==> src/rtl/scpu_run_ctrl_if.sv <==
// Debug-side bundle for scpu_run_ctrl: run/step/halt commands, breakpoint and PC in,
// core reset/enable, status flags and counters out.
interface scpu_run_ctrl_if #(
  parameter int unsigned CNT_W = 32
);
  logic             cmd_run;
  logic             cmd_halt;
  logic             cmd_step;
  logic             bp_en;
  logic [31:0]      bp_addr;
  logic [31:0]      pc_in;
  logic             cpu_rst;
  logic             cpu_ce;
  logic             halted;
  logic [1:0]       state;
  logic             bp_hit;
  logic             loop_hit;
  logic [CNT_W-1:0] cycle_cnt;
  logic [CNT_W-1:0] retire_cnt;

  modport master (
    output cmd_run, cmd_halt, cmd_step, bp_en, bp_addr, pc_in,
    input  cpu_rst, cpu_ce, halted, state, bp_hit, loop_hit, cycle_cnt, retire_cnt
  );

  modport slave (
    input  cmd_run, cmd_halt, cmd_step, bp_en, bp_addr, pc_in,
    output cpu_rst, cpu_ce, halted, state, bp_hit, loop_hit, cycle_cnt, retire_cnt
  );
endinterface

==> src/rtl/scpu_run_ctrl.sv <==
// Run/step/halt sequencer for the single-cycle core: owns core reset, clock enable,
// PC breakpoint and cycle/retire counters. Optional self-loop halt: SCPU_RUNCTRL_LOOP_DET_EN.
module scpu_run_ctrl #(
  parameter int unsigned RST_HOLD = 4,
  parameter int unsigned CNT_W    = 32
) (
  input  logic          clk,
  input  logic          reset,
  scpu_run_ctrl_if.slave ctrl
);
  localparam int unsigned HOLD_W = 4;

  typedef enum logic [1:0] {
    S_HOLD = 2'd0,
    S_HALT = 2'd1,
    S_RUN  = 2'd2,
    S_STEP = 2'd3
  } state_e;

  state_e            state_q, state_d;
  logic [HOLD_W-1:0] hold_q, hold_d;
  logic              cpu_rst_q, cpu_rst_d;
  logic              halted_q, halted_d;
  logic              skip_q, skip_d;
  logic              bp_hit_q, bp_hit_d;
  logic              loop_hit_q, loop_hit_d;
  logic [CNT_W-1:0]  cyc_q, cyc_d;
  logic [CNT_W-1:0]  ret_q, ret_d;
  logic              match_c;
  logic              ce_c;
  logic              loop_c;

  assign match_c = ctrl.bp_en && (ctrl.pc_in == ctrl.bp_addr) && !skip_q;

  // Core enable: decoded from registered state, gated same-cycle by halt and breakpoint.
  always_comb begin
    ce_c = 1'b0;
    case (state_q)
      S_STEP:  ce_c = !ctrl.cmd_halt;
      S_RUN:   ce_c = !match_c && !ctrl.cmd_halt;
      default: ce_c = 1'b0;
    endcase
  end

`ifdef SCPU_RUNCTRL_LOOP_DET_EN
  logic [31:0] last_pc_q, last_pc_d;
  logic        lpv_q, lpv_d;
  logic        clr_lpv_c;

  // Leaving HALT means entering RUN or STEP; forget the previous PC then.
  assign clr_lpv_c = (state_q == S_HALT) && (state_d != S_HALT);
  assign loop_c    = (state_q == S_RUN) && ce_c && lpv_q && (ctrl.pc_in == last_pc_q);

  always_comb begin
    last_pc_d = last_pc_q;
    lpv_d     = lpv_q;
    if (clr_lpv_c) begin
      lpv_d = 1'b0;
    end else if (ce_c) begin
      last_pc_d = ctrl.pc_in;
      lpv_d     = 1'b1;
    end
  end

  always_ff @(posedge clk or negedge reset) begin
    if (!reset) begin
      last_pc_q <= 32'd0;
      lpv_q     <= 1'b0;
    end else begin
      last_pc_q <= last_pc_d;
      lpv_q     <= lpv_d;
    end
  end
`else
  assign loop_c = 1'b0;
`endif

  always_comb begin
    state_d    = state_q;
    hold_d     = hold_q;
    cpu_rst_d  = cpu_rst_q;
    skip_d     = skip_q;
    bp_hit_d   = bp_hit_q;
    loop_hit_d = loop_hit_q;
    case (state_q)
      S_HOLD: begin
        hold_d = hold_q - HOLD_W'(1);
        if (hold_q == HOLD_W'(1)) begin
          state_d   = S_HALT;
          cpu_rst_d = 1'b0;
        end
      end
      S_HALT: begin
        if (ctrl.cmd_halt) begin
          state_d = S_HALT;
        end else if (ctrl.cmd_step) begin
          state_d    = S_STEP;
          bp_hit_d   = 1'b0;
          loop_hit_d = 1'b0;
        end else if (ctrl.cmd_run) begin
          state_d    = S_RUN;
          skip_d     = 1'b1;
          bp_hit_d   = 1'b0;
          loop_hit_d = 1'b0;
        end
      end
      S_STEP: state_d = S_HALT;
      S_RUN: begin
        if (match_c) bp_hit_d = 1'b1;
        if (ctrl.cmd_halt || match_c) begin
          state_d = S_HALT;
        end else if (loop_c) begin
          state_d    = S_HALT;
          loop_hit_d = 1'b1;
        end
      end
      default: state_d = S_HOLD;
    endcase
    // Skip only protects the first instruction after resuming from a breakpoint PC.
    if (ce_c) skip_d = 1'b0;
  end

  assign halted_d = (state_d == S_HALT);
  assign cyc_d    = (state_q != S_HOLD) ? cyc_q + CNT_W'(1) : cyc_q;
  assign ret_d    = ce_c ? ret_q + CNT_W'(1) : ret_q;

  always_ff @(posedge clk or negedge reset) begin
    if (!reset) begin
      state_q    <= S_HOLD;
      hold_q     <= HOLD_W'(RST_HOLD);
      cpu_rst_q  <= 1'b1;
      halted_q   <= 1'b0;
      skip_q     <= 1'b0;
      bp_hit_q   <= 1'b0;
      loop_hit_q <= 1'b0;
      cyc_q      <= '0;
      ret_q      <= '0;
    end else begin
      state_q    <= state_d;
      hold_q     <= hold_d;
      cpu_rst_q  <= cpu_rst_d;
      halted_q   <= halted_d;
      skip_q     <= skip_d;
      bp_hit_q   <= bp_hit_d;
      loop_hit_q <= loop_hit_d;
      cyc_q      <= cyc_d;
      ret_q      <= ret_d;
    end
  end

  assign ctrl.cpu_rst    = cpu_rst_q;
  assign ctrl.cpu_ce     = ce_c;
  assign ctrl.halted     = halted_q;
  assign ctrl.state      = state_q;
  assign ctrl.bp_hit     = bp_hit_q;
  assign ctrl.loop_hit   = loop_hit_q;
  assign ctrl.cycle_cnt  = cyc_q;
  assign ctrl.retire_cnt = ret_q;
endmodule

==> src/flat_wrapper.sv <==
// flat-port wrapper written by rule: the top's interface ports become plain ports
module scpu_run_ctrl_flat 
#(
  parameter int unsigned RST_HOLD = 4,
  parameter int unsigned CNT_W    = 32
)
  (clk, reset, ctrl_cmd_run, ctrl_cmd_halt, ctrl_cmd_step, ctrl_bp_en, ctrl_bp_addr, ctrl_pc_in, ctrl_cpu_rst, ctrl_cpu_ce, ctrl_halted, ctrl_state, ctrl_bp_hit, ctrl_loop_hit, ctrl_cycle_cnt, ctrl_retire_cnt);
  scpu_run_ctrl_if #(.CNT_W(CNT_W)) ctrl_i ();
  input  logic clk;
  input  logic reset;
  input wire logic [$bits(ctrl_i.cmd_run)-1:0] ctrl_cmd_run;
  input wire logic [$bits(ctrl_i.cmd_halt)-1:0] ctrl_cmd_halt;
  input wire logic [$bits(ctrl_i.cmd_step)-1:0] ctrl_cmd_step;
  input wire logic [$bits(ctrl_i.bp_en)-1:0] ctrl_bp_en;
  input wire logic [$bits(ctrl_i.bp_addr)-1:0] ctrl_bp_addr;
  input wire logic [$bits(ctrl_i.pc_in)-1:0] ctrl_pc_in;
  output wire logic [$bits(ctrl_i.cpu_rst)-1:0] ctrl_cpu_rst;
  output wire logic [$bits(ctrl_i.cpu_ce)-1:0] ctrl_cpu_ce;
  output wire logic [$bits(ctrl_i.halted)-1:0] ctrl_halted;
  output wire logic [$bits(ctrl_i.state)-1:0] ctrl_state;
  output wire logic [$bits(ctrl_i.bp_hit)-1:0] ctrl_bp_hit;
  output wire logic [$bits(ctrl_i.loop_hit)-1:0] ctrl_loop_hit;
  output wire logic [$bits(ctrl_i.cycle_cnt)-1:0] ctrl_cycle_cnt;
  output wire logic [$bits(ctrl_i.retire_cnt)-1:0] ctrl_retire_cnt;
  assign ctrl_i.cmd_run = ctrl_cmd_run;
  assign ctrl_i.cmd_halt = ctrl_cmd_halt;
  assign ctrl_i.cmd_step = ctrl_cmd_step;
  assign ctrl_i.bp_en = ctrl_bp_en;
  assign ctrl_i.bp_addr = ctrl_bp_addr;
  assign ctrl_i.pc_in = ctrl_pc_in;
  assign ctrl_cpu_rst = ctrl_i.cpu_rst;
  assign ctrl_cpu_ce = ctrl_i.cpu_ce;
  assign ctrl_halted = ctrl_i.halted;
  assign ctrl_state = ctrl_i.state;
  assign ctrl_bp_hit = ctrl_i.bp_hit;
  assign ctrl_loop_hit = ctrl_i.loop_hit;
  assign ctrl_cycle_cnt = ctrl_i.cycle_cnt;
  assign ctrl_retire_cnt = ctrl_i.retire_cnt;
  scpu_run_ctrl #(.RST_HOLD(RST_HOLD), .CNT_W(CNT_W)) u_core (.clk(clk), .reset(reset), .ctrl(ctrl_i));
endmodule
==> config.mk <==
export PLATFORM = sky130hd
export DESIGN_NAME = scpu_run_ctrl_flat
export DESIGN_NICKNAME = d
export VERILOG_FILES = /design/src/rtl/scpu_run_ctrl_if.sv /design/src/rtl/scpu_run_ctrl.sv /design/src/flat_wrapper.sv
export SDC_FILE = /design/constraint.sdc
export NUM_CORES = 1
export LEC_CHECK = 0
export BUFFER_PORTS_ARGS = -buffer_cell sky130_fd_sc_hd__buf_2
export CORE_AREA = 4 4 99 101
export DETAILED_ROUTE_END_ITERATION = 8
export DIE_AREA = 0 0 103 105
export PLACE_DENSITY = 0.84
export SLEW_MARGIN = 20
export SYNTH_ARGS = -nofsm -noshare
export SYNTH_HDL_FRONTEND = slang
export SYNTH_SLANG_ARGS = --single-unit
export TNS_END_PERCENT = 30
==> constraint.sdc <==
create_clock -name clk -period 2.35 [get_ports clk]
set_clock_uncertainty 0.2 [all_clocks]
set_input_delay 0.235 -clock clk [delete_from_list [all_inputs] [get_ports clk]]
set_output_delay 0.235 -clock clk [all_outputs]
set_load 0.03 [all_outputs]
# Word level (Yosys, flattened, before mapping)
# Index checks and enable logic that the tools add are counted.
# word_totals
reg_bits,75
inputBits,70
output_inout_bits,71
# classes
addsub,3
eq_ne,11
mux,17
bitwise,1
reduce_logical,17
# op_table
op,n
"32-bit by 1-bit adder with 32-bit output, second input constant",2
32-bit equality test,1
2-bit 2-to-1 mux,5
2-bit nonzero test,5
1-bit 2-to-1 mux,9
2-bit case mux with 4 select lines,1
4-bit AND reduction,2
"2-bit by 1-bit != test with 1-bit output, second input constant",3
"2-bit by 1-bit equality test with 1-bit output, second input constant",2
"2-bit equality test, second input constant",2
"4-bit by 1-bit equality test with 1-bit output, second input constant",1
1-bit case mux with 2 select lines,2
"4-bit by 1-bit subtractor with 4-bit output, second input constant",1
1-bit logical AND,3
1-bit logical NOT,3
"3-bit != test, second input constant",1
3-bit AND reduction,1
2-bit logical NOT,1
"2-bit != test, second input constant",1
2-bit AND reduction,1
1-bit logical OR,1
1-bit inverter,1

# Logic depth before layout (Yosys ltp)
# Gate-level depths: netlist (run 1).
# logic_depth
depth_word,8
ltp_mapped,9
mapped_depth_nobuf,7

# Worst setup path after synthesis (run 1)
# OpenSTA, ideal clock, no wires.
# synth_timing
path_kind,register to register
startpoint,register u_core.state_q[0] (netlist: u_core.ctrl.state[0])
endpoint,register u_core.ret_q[1] (netlist: u_core.ctrl.retire_cnt[1])
arrival_ps,1962
t_required_ps,2023
slack_ps,61
path_stages_with_launch,8
period_less_slack_ps,2289
path_cell_list,dfrtp_1 -> buf_2 -> nor4b_1 -> nand4_1 -> nand2b_1 -> buf_4 -> nor2_1 -> mux2_1
# synth_between
elab_chain_len,2
elab_cells_between_ends,3
# synth_lines
element,line,source
start: declaration,scpu_run_ctrl.sv:20,"state_e state_q, state_d;"
start signal: assignment,scpu_run_ctrl.sv:139,state_q <= state_d;
2-bit equality test,scpu_run_ctrl.sv:38,case (state_q)
1-bit case mux with 2 select lines (*),scpu_run_ctrl.sv:38,
net ctrl_cpu_ce,flat_wrapper.sv:18,output wire logic [$bits(ctrl_i.cpu_ce)-1:0] ctrl_cpu_ce;
end signal: assignment,scpu_run_ctrl.sv:147,ret_q <= ret_d;
end: declaration,scpu_run_ctrl.sv:28,"logic [CNT_W-1:0] ret_q, ret_d;"
# The timed path passes the listed nets; every way through them passes the cells marked *.
# A chain may end at the register's enable or synchronous reset.

# Final worst setup path (run 1)
# layout_timing
startpoint,register u_core.skip_q
endpoint,register u_core.ret_q[28] (netlist: u_core.ctrl.retire_cnt[28])
# layout_between
elab_chain_len,5
# layout_lines
element,line,source
start: declaration,scpu_run_ctrl.sv:24,"logic skip_q, skip_d;"
start signal: assignment,scpu_run_ctrl.sv:143,skip_q <= skip_d;
1-bit logical NOT,scpu_run_ctrl.sv:33,assign match_c = ctrl.bp_en && (ctrl.pc_in == ctrl.bp_addr) && !skip_q;
1-bit logical AND,scpu_run_ctrl.sv:33,
1-bit logical NOT,scpu_run_ctrl.sv:40,S_RUN: ce_c = !match_c && !ctrl.cmd_halt;
1-bit logical AND,scpu_run_ctrl.sv:40,
1-bit case mux with 2 select lines,scpu_run_ctrl.sv:38,
# No other way between the ends.

==> results.rst, run 1 <==
.. list-table::
   :header-rows: 1

   * - Metric
     - Value
   * - Maximum level of the CTS H-tree
     - 3
   * - Adder-Cell Fraction of Synth Area
     - 0.0127
   * - Number of violations reported at the end of detailed-routing iteration 0
     - 104
   * - Wire length after detailed routing
     - 9320 µm
   * - Number of sinks driven by the clock tree
     - 74
   * - Hold path start
     - ctrl_cmd_step
   * - Class of the tightest hold or removal check
     - in -> reg
   * - Hold slack final
     - 0.0389 ns
   * - CP Cell Sequence
     - nand3b_1 -> and4b_1 -> nand4_1 -> nand2b_4 -> buf_4 -> buf_4 -> or4b_4 -> xnor2_1
   * - HPWL after detailed placement
     - 7210 µm
   * - Net count after synthesis
     - 459
   * - Kind of cell adding the most delay to the critical path
     - simple AND/OR/NAND/NOR gates
   * - Count of different cell masters after synthesis
     - 45
   * - Relative slew slack
     - 0.555
   * - Multiplexer fraction of the synthesized cell area
     - 0.00286
   * - Run status
     - completed
   * - Vias after detailed routing
     - 3345
   * - DRC Markers
     - 0
   * - Clock latency at the later pin of the worst-skew pair
     - 0.34 ns
   * - Crit path required time
     - 2.37 ns
   * - Maximum net fanout on the critical path
     - 5
   * - Mapped Avg Cell Area
     - 10.2 µm²
   * - Category of the most critical setup path
     - reg -> reg
   * - Static leakage power
     - 2.49 nW
   * - Gate count of the mapped netlist
     - 385
   * - Root buffer cell
     - clkbuf_8
   * - Sequential element share of the synthesized area
     - 0.472
   * - DRT antenna net count
     - 0
   * - Cell occurring most often along the worst timing path
     - buf_4
   * - CTS clk-pin slew, worst paths
     - 0.08 ns
   * - Fraction of final layout cells with drive strength greater than 1
     - 0.355
   * - Die area
     - 0.0108 mm²
   * - Total GRT Usage
     - 0.181
   * - Synth warn
     - 0
   * - Async set-or-reset flop fraction in the synthesized netlist
     - 1.00
   * - Sort of element at the start of the critical path
     - register
   * - Area of the mapped netlist
     - 0.00393 mm²
   * - Maximum clock insertion buffer count
     - 2
   * - Wire length of the first global-routing pass
     - 15900 µm
   * - Top flip-flop cell by instance count after synthesis
     - dfrtp_1
   * - Synth Area in Compound Gates
     - 0.0226
   * - VDD IR max
     - 0.000299 V
   * - Actual transition at the worst max-transition pin
     - 0.667 ns
   * - Antenna violations before repair
     - 0
   * - Area delta synth->final
     - 31.0%
   * - Ratio of final minimum period to clock period
     - 0.966
   * - CTS tree
     - built
   * - Count of final hold-check violations
     - 0
   * - TritonRoute pass-1 iters
     - 4
   * - Global placement routability congestion
     - 0.833
   * - Final Slew Violations
     - 0
   * - Synthesized-area fraction occupied by and/or/nand/nor cells
     - 0.265
   * - Die height
     - 105 µm
   * - Number of setup violations in the final report
     - 0
   * - Initial core utilization
     - 0.436
   * - Worst path bufs/invs
     - 2
   * - Crit-path slowest cell
     - or4b_4
   * - Fin cells
     - 658
   * - Top achievable clock speed
     - 440 MHz
   * - Via count of the first global-routing pass
     - 3433
   * - P per Cell Area
     - 758 mW/mm²
   * - Max incr delay on CP
     - 0.51 ns
   * - Setup TNS after final layout
     - 0 ns
   * - Type of element capturing the critical path
     - register
   * - Startpoint of the lowest-slack register-to-register path
     - u_core.skip_q
   * - Data arrival at the endpoint of the critical path
     - 2.29 ns
   * - Horizontal die dimension
     - 103 µm
   * - Worst setup path startpoint
     - u_core.skip_q
   * - Number of instances in the placed design
     - 636
   * - Minimum clock period
     - 2.27 ns
   * - Number of standard-cell rows in the floorplan
     - 35
   * - Core outline area
     - 0.00902 mm²
   * - Vias per cell
     - 5.08
   * - Nets
     - 616
   * - Number of synthesized flops with an enable pin
     - 0
   * - Overall power after layout
     - 3.91 mW
   * - Dominant combinational cell family by area after synthesis
     - simple AND/OR/NAND/NOR gates
   * - RSZ-0062 raised after global routing
     - yes
   * - Final Core Density
     - 0.571
   * - # Max-Cap Violations
     - 0
   * - Routed wirelength normalized by instance count
     - 14.2 µm
   * - Gr ovfl total
     - 0
   * - Number of I/O port buffers
     - 139
   * - Largest net degree at the start of global routing
     - 47
   * - Fraction of synthesized cell area in xor and xnor cells
     - 0.192
   * - Number of buffers inserted during clock tree synthesis
     - 9
   * - Number of flip-flops and latches in the synthesized netlist
     - 74
   * - Antenna diode count
     - 0
   * - Boundary Pins
     - 141
==> synth_stat cells (all sizes together) (4+ instances only) <==
cell type / instances / area, µm²
dfrtp: 72 / 1800
xnor2: 52 / 455
xor2: 34 / 298
nand2: 32 / 120
nor2: 24 / 90.1
nand3: 22 / 123
inv: 18 / 67.6
nand2b: 17 / 106
nand4: 17 / 106
nor3: 16 / 90.1
nor4: 14 / 134
and3: 7 / 48.8
buf: 7 / 48.8
a21oi: 5 / 25.0
and4: 5 / 43.8
o21ai: 5 / 25.0
and2: 4 / 25.0
ha: 4 / 50.1
nor3b: 4 / 35.0
==> repair_timing <==
action                                  4_1_cts  5_1_grt
endpoints found under the setup margin        1        9
setup buffers                                 1        3
resized for setup                             2       10
pin swaps                                     0        1
endpoints found under the hold margin        27        0
hold buffers                                  2        0
==> worst paths after layout <==
| check | end | slack [ns] | cells after the start |
|---|---|---|---|
| max | u_core.ctrl.retire_cnt[28] | 0.08 | 8 |
| min | u_core.skip_q | 0.04 | 3 |
| max reg2reg | u_core.ctrl.retire_cnt[28] | 0.08 | 8 |
| min reg2reg | u_core.ctrl.retire_cnt[31] | 0.27 | 1 |
| max in group asynchronous | u_core.ctrl.retire_cnt[10] | 0.98 | 3 |
| min in group asynchronous | u_core.ctrl.cycle_cnt[29] | 0.26 | 2 |
==> cell usage in the layout, fill, tap and decap left out, types with 3 or more instances in the layout <==
cell type and instances:
xnor2_1 52, and4_1 5, xor2_1 34, nor3b_1 3, inv_1 18, nand2_1 32
nand3_1 21, nand4_1 17, nor2_1 23, nand2b_1 16, nor4_2 6, buf_4 13
and2_1 4, nor3_1 14, buf_12 3, o21ai_0 5, dfrtp_1 71, ha_1 4
buf_2 138, clkbuf_8 10, nor4_1 6, and3_1 6, a21oi_1 5
==> stage by stage <==
step                cell area (µm²)  worst slack, ns
global placement               4830           0.0819
finish                         5150           0.0797
global route                   5150          -0.0525
floorplan                      3930           0.0611
detailed placement             4830           0.0296
CTS                            5090           0.0132
==> worst min-delay path, delay by kind of cell <==
kind | cells | cell delay [ns]
simple gates | 1 | 0.12
compound gates | 1 | 0.08
buf+inv | 1 | 0.10
==> cells by family (layout without fill, tap and decap cells) <==
| logic type | after synthesis | in the layout |
|---|---|---|
| buf+inv | 28 | 190 |
| flops | 74 | 74 |
| simple gates | 176 | 176 |
| other cells | 1 | 1 |
| compound gates | 15 | 15 |
| xor+xnor | 86 | 86 |
| mux | 1 | 1 |
| fa+ha+maj | 4 | 4 |
==> power breakdown <==
part | total [mW] | internal [mW] | switching (mW)
registers | 1.66 | 1.46 | 0.200
clock network | 1.12 | 0.629 | 0.487
logic | 1.13 | 0.425 | 0.701
==> state kept, by name, summed over array words and instances (netlist names) <==
signal and flops:
u_core.ctrl.bp_hit 1, u_core.ctrl.cpu_rst 1, u_core.ctrl.cycle_cnt 32, u_core.ctrl.halted 1, u_core.ctrl.retire_cnt 32, u_core.ctrl.state 2, u_core.hold_q 4, u_core.skip_q 1
==> layout make-up <==
class	count	area, µm²
fill	765	3870
multi-input combinational	283	2000
sequential	74	1860
timing repair buffer	156	868
tap	111	139
clock buffer	10	138
clock inverter	6	88.8
inverter	18	67.6
==> routing by layer <==
layer / part of all wire / track usage / routed length, µm / up-vias
li1: - / - / - / 1631
met1: 0.44 / 0.234 / 4080 / 1583
met2: 0.49 / 0.303 / 4530 / 116
met3: 0.060 / 0.0294 / 563 / 15
met4: 0.015 / 0.0620 / 144 / 0
met5: 0 / 0 / 0 / -
(Power assumes the default switching activity.)
==> inputs of run 2 (changes only) <==
MAX_ROUTING_LAYER = met4   (was default)
==> results.rst, run 2 (synthesis gave the netlist of run 1 again) <==
.. list-table::
   :header-rows: 1

   * - Metric
     - Value
   * - Core outline area
     - 0.00902 mm² (unchanged)
   * - Layout Cell Area excl Fill
     - 0.00515 mm² (unchanged)
   * - Die height
     - 105 µm (unchanged)
   * - Root buffer cell
     - clkbuf_8 (unchanged)
   * - Worst setup path startpoint
     - u_core.skip_q (unchanged)
   * - Most frequent cells in the layout
     - buf_2, dfrtp_1, xnor2_1 (unchanged)
   * - HPWL after detailed placement
     - 7210 µm (unchanged)
   * - Total GRT Usage
     - 0.186 (was 0.181)
   * - Data arrival at the endpoint of the critical path
     - 2.28 ns (was 2.29 ns)
   * - Type of element capturing the critical path
     - register (unchanged)
   * - Boundary Pins
     - 141 (unchanged)
   * - Run status
     - completed (unchanged)
   * - Sort of element at the start of the critical path
     - register (unchanged)
   * - Wire length of the first global-routing pass
     - 15900 µm (unchanged)
   * - Number of buffers inserted during clock tree synthesis
     - 9 (unchanged)
   * - Class of the tightest hold or removal check
     - in -> reg (unchanged)
   * - Antenna diode count
     - 0 (unchanged)
   * - Static leakage power
     - 2.49 nW (unchanged)
   * - Switching power total
     - 1.39 mW (about the same)
   * - Relative slew slack
     - 0.556 (was 0.555)
   * - FF+latch area
     - 0.00186 mm² (unchanged)
   * - Horizontal die dimension
     - 103 µm (unchanged)
   * - Layout filler cell count
     - 765 (unchanged)
   * - Crit path required time
     - 2.37 ns (about the same)
   * - Area delta synth->final
     - 31.0% (unchanged)
   * - Die area
     - 0.0108 mm² (unchanged)
   * - Actual transition at the worst max-transition pin
     - 0.666 ns (was 0.667 ns)
   * - Number of violations reported at the end of detailed-routing iteration 0
     - 95 (was 104)
   * - Initial core utilization
     - 0.436 (unchanged)
   * - Antenna violations before repair
     - 0 (unchanged)
   * - Startpoint of the lowest-slack register-to-register path
     - u_core.skip_q (unchanged)
   * - # Max-Cap Violations
     - 0 (unchanged)
   * - VDD IR max
     - 0.000299 V (about the same)
   * - P per Cell Area
     - 758 mW/mm² (about the same)
   * - Vias after detailed routing
     - 3346 (was 3345)
   * - Clock latency at the later pin of the worst-skew pair
     - 0.34 ns (about the same)
   * - Number of standard-cell rows in the floorplan
     - 35 (unchanged)
   * - Ratio of final minimum period to clock period
     - 0.965 (was 0.966)
   * - Cell-internal power
     - 2.52 mW (about the same)
   * - Global placement routability congestion
     - 0.846 (was 0.833)
   * - Maximum net fanout on the critical path
     - 5 (unchanged)
   * - Routed wirelength normalized by instance count
     - 14.1 µm (was 14.2 µm)
   * - Category of the most critical setup path
     - reg -> reg (unchanged)
   * - RSZ-0062 raised after global routing
     - yes (unchanged)
   * - TritonRoute pass-1 iters
     - 4 (unchanged)
   * - Number of sinks driven by the clock tree
     - 74 (unchanged)
   * - CTS clk-pin slew, worst paths
     - 0.08 ns (about the same)
   * - Wire length after detailed routing
     - 9300 µm (was 9320 µm)
   * - Maximum clock insertion buffer count
     - 2 (unchanged)
   * - Most common cell after layout, fill and taps aside
     - buf_2 (unchanged)
   * - Vias per cell
     - 5.09 (was 5.08)
   * - Via count of the first global-routing pass
     - 3440 (was 3433)
   * - Minimum clock period
     - 2.27 ns (about the same)
   * - Hold path start
     - ctrl_cmd_step (unchanged)
   * - Combinational power share
     - 0.288 (about the same)
   * - Largest net degree at the start of global routing
     - 47 (unchanged)
   * - Gr ovfl total
     - 0 (unchanged)
   * - CTS tree
     - built (unchanged)
   * - Nets
     - 616 (unchanged)
   * - DRT antenna net count
     - 0 (unchanged)
   * - Fraction of final layout cells with drive strength greater than 1
     - 0.355 (unchanged)
   * - Maximum level of the CTS H-tree
     - 3 (unchanged)
   * - Number of setup violations in the final report
     - 0 (unchanged)
   * - Placed Area
     - 0.00483 mm² (unchanged)
   * - Count of final hold-check violations
     - 0 (unchanged)
   * - Top achievable clock speed
     - 441 MHz (was 440 MHz)
   * - Combined area of the multi-input logic cells
     - 0.00200 mm² (unchanged)
   * - Switch share
     - 0.355 (about the same)
   * - DRC Markers
     - 0 (unchanged)
   * - Relative contribution of the clock network to total power
     - 0.286 (about the same)
   * - Final Slew Violations
     - 0 (unchanged)
   * - Setup TNS after final layout
     - 0 ns (unchanged)
   * - Number of I/O port buffers
     - 139 (unchanged)
   * - Sequential share of power
     - 0.426 (about the same)
run 2: cell counts in the layout (fill, tap and decap cells not counted):
Identical to the previous run, type by type.
run 2: routing by layer:
layer / global-route usage / vias up / routed length, µm
met5: - / - / 0
li1: - / 1630 / -
met1: 0.236 / 1586 / 4040
met4: 0.0620 / 0 / 150
met2: 0.303 / 115 / 4550
met3: 0.0267 / 15 / 560
run 2: power groups by stage:
stage	logic, mW	clock network (mW)	registers [mW]
after detailed placement	1.12	0	1.69
after global routing	1.25	1.20	1.69
after floorplan	0.457	0	1.92
final	1.13	1.12	1.66
after global placement	1.09	0	1.67
after CTS	1.13	1.14	1.66
run 2: worst paths after layout:
check | slack (ns) | to | cells after the start
worst max-delay path | 0.08 | u_core.ctrl.retire_cnt[28] | 8
worst min-delay path | 0.04 | u_core.skip_q | 3
worst max register to register | 0.08 | u_core.ctrl.retire_cnt[28] | 8
worst min register to register | 0.27 | u_core.ctrl.retire_cnt[31] | 1
max in group asynchronous | 0.99 | u_core.ctrl.retire_cnt[10] | 3
min in group asynchronous | 0.26 | u_core.ctrl.cycle_cnt[29] | 2
run 2: timing repair:
action                                 in CTS  in global routing
endpoints found under the hold margin      27                  0
resized for setup                           2                 10
pin swaps                                   0                  1
setup buffers                               1                  3
setup endpoints to repair                   1                  9
hold buffers                                2                  0
run 2: cell type report:
class,instances,area share
clock inverters,6,0.0172
clock buffers,10,0.0267
repair buffers,156,0.169
inverters,18,0.0131
well taps,111,0.0270
multi-input cells,283,0.387
flip-flops and latches,74,0.360
run 2: critical path, stage by stage, from the launching register on:
cell and delay (ns):
dfrtp_1 0.38, nand3b_1 0.17, and4b_1 0.23, nand4_1 0.17, nand2b_4 0.07, buf_4 0.13
buf_4 0.15, or4b_4 0.51, xnor2_1 0.13
run 2: per-stage QoR:
stage               setup slack, ns  std cells   util  hold WS (ns)  power [mW]
finish                       0.0828        658  0.571        0.0355        3.91
global placement             0.0819        636  0.535        0.0880        2.76
detailed placement           0.0296        636  0.535         0.106        2.81
global route                -0.0523        658  0.571        0.0506        4.14
CTS                          0.0132        655  0.564        0.0310        3.93
floorplan                    0.0611        385      -        -0.261        2.38
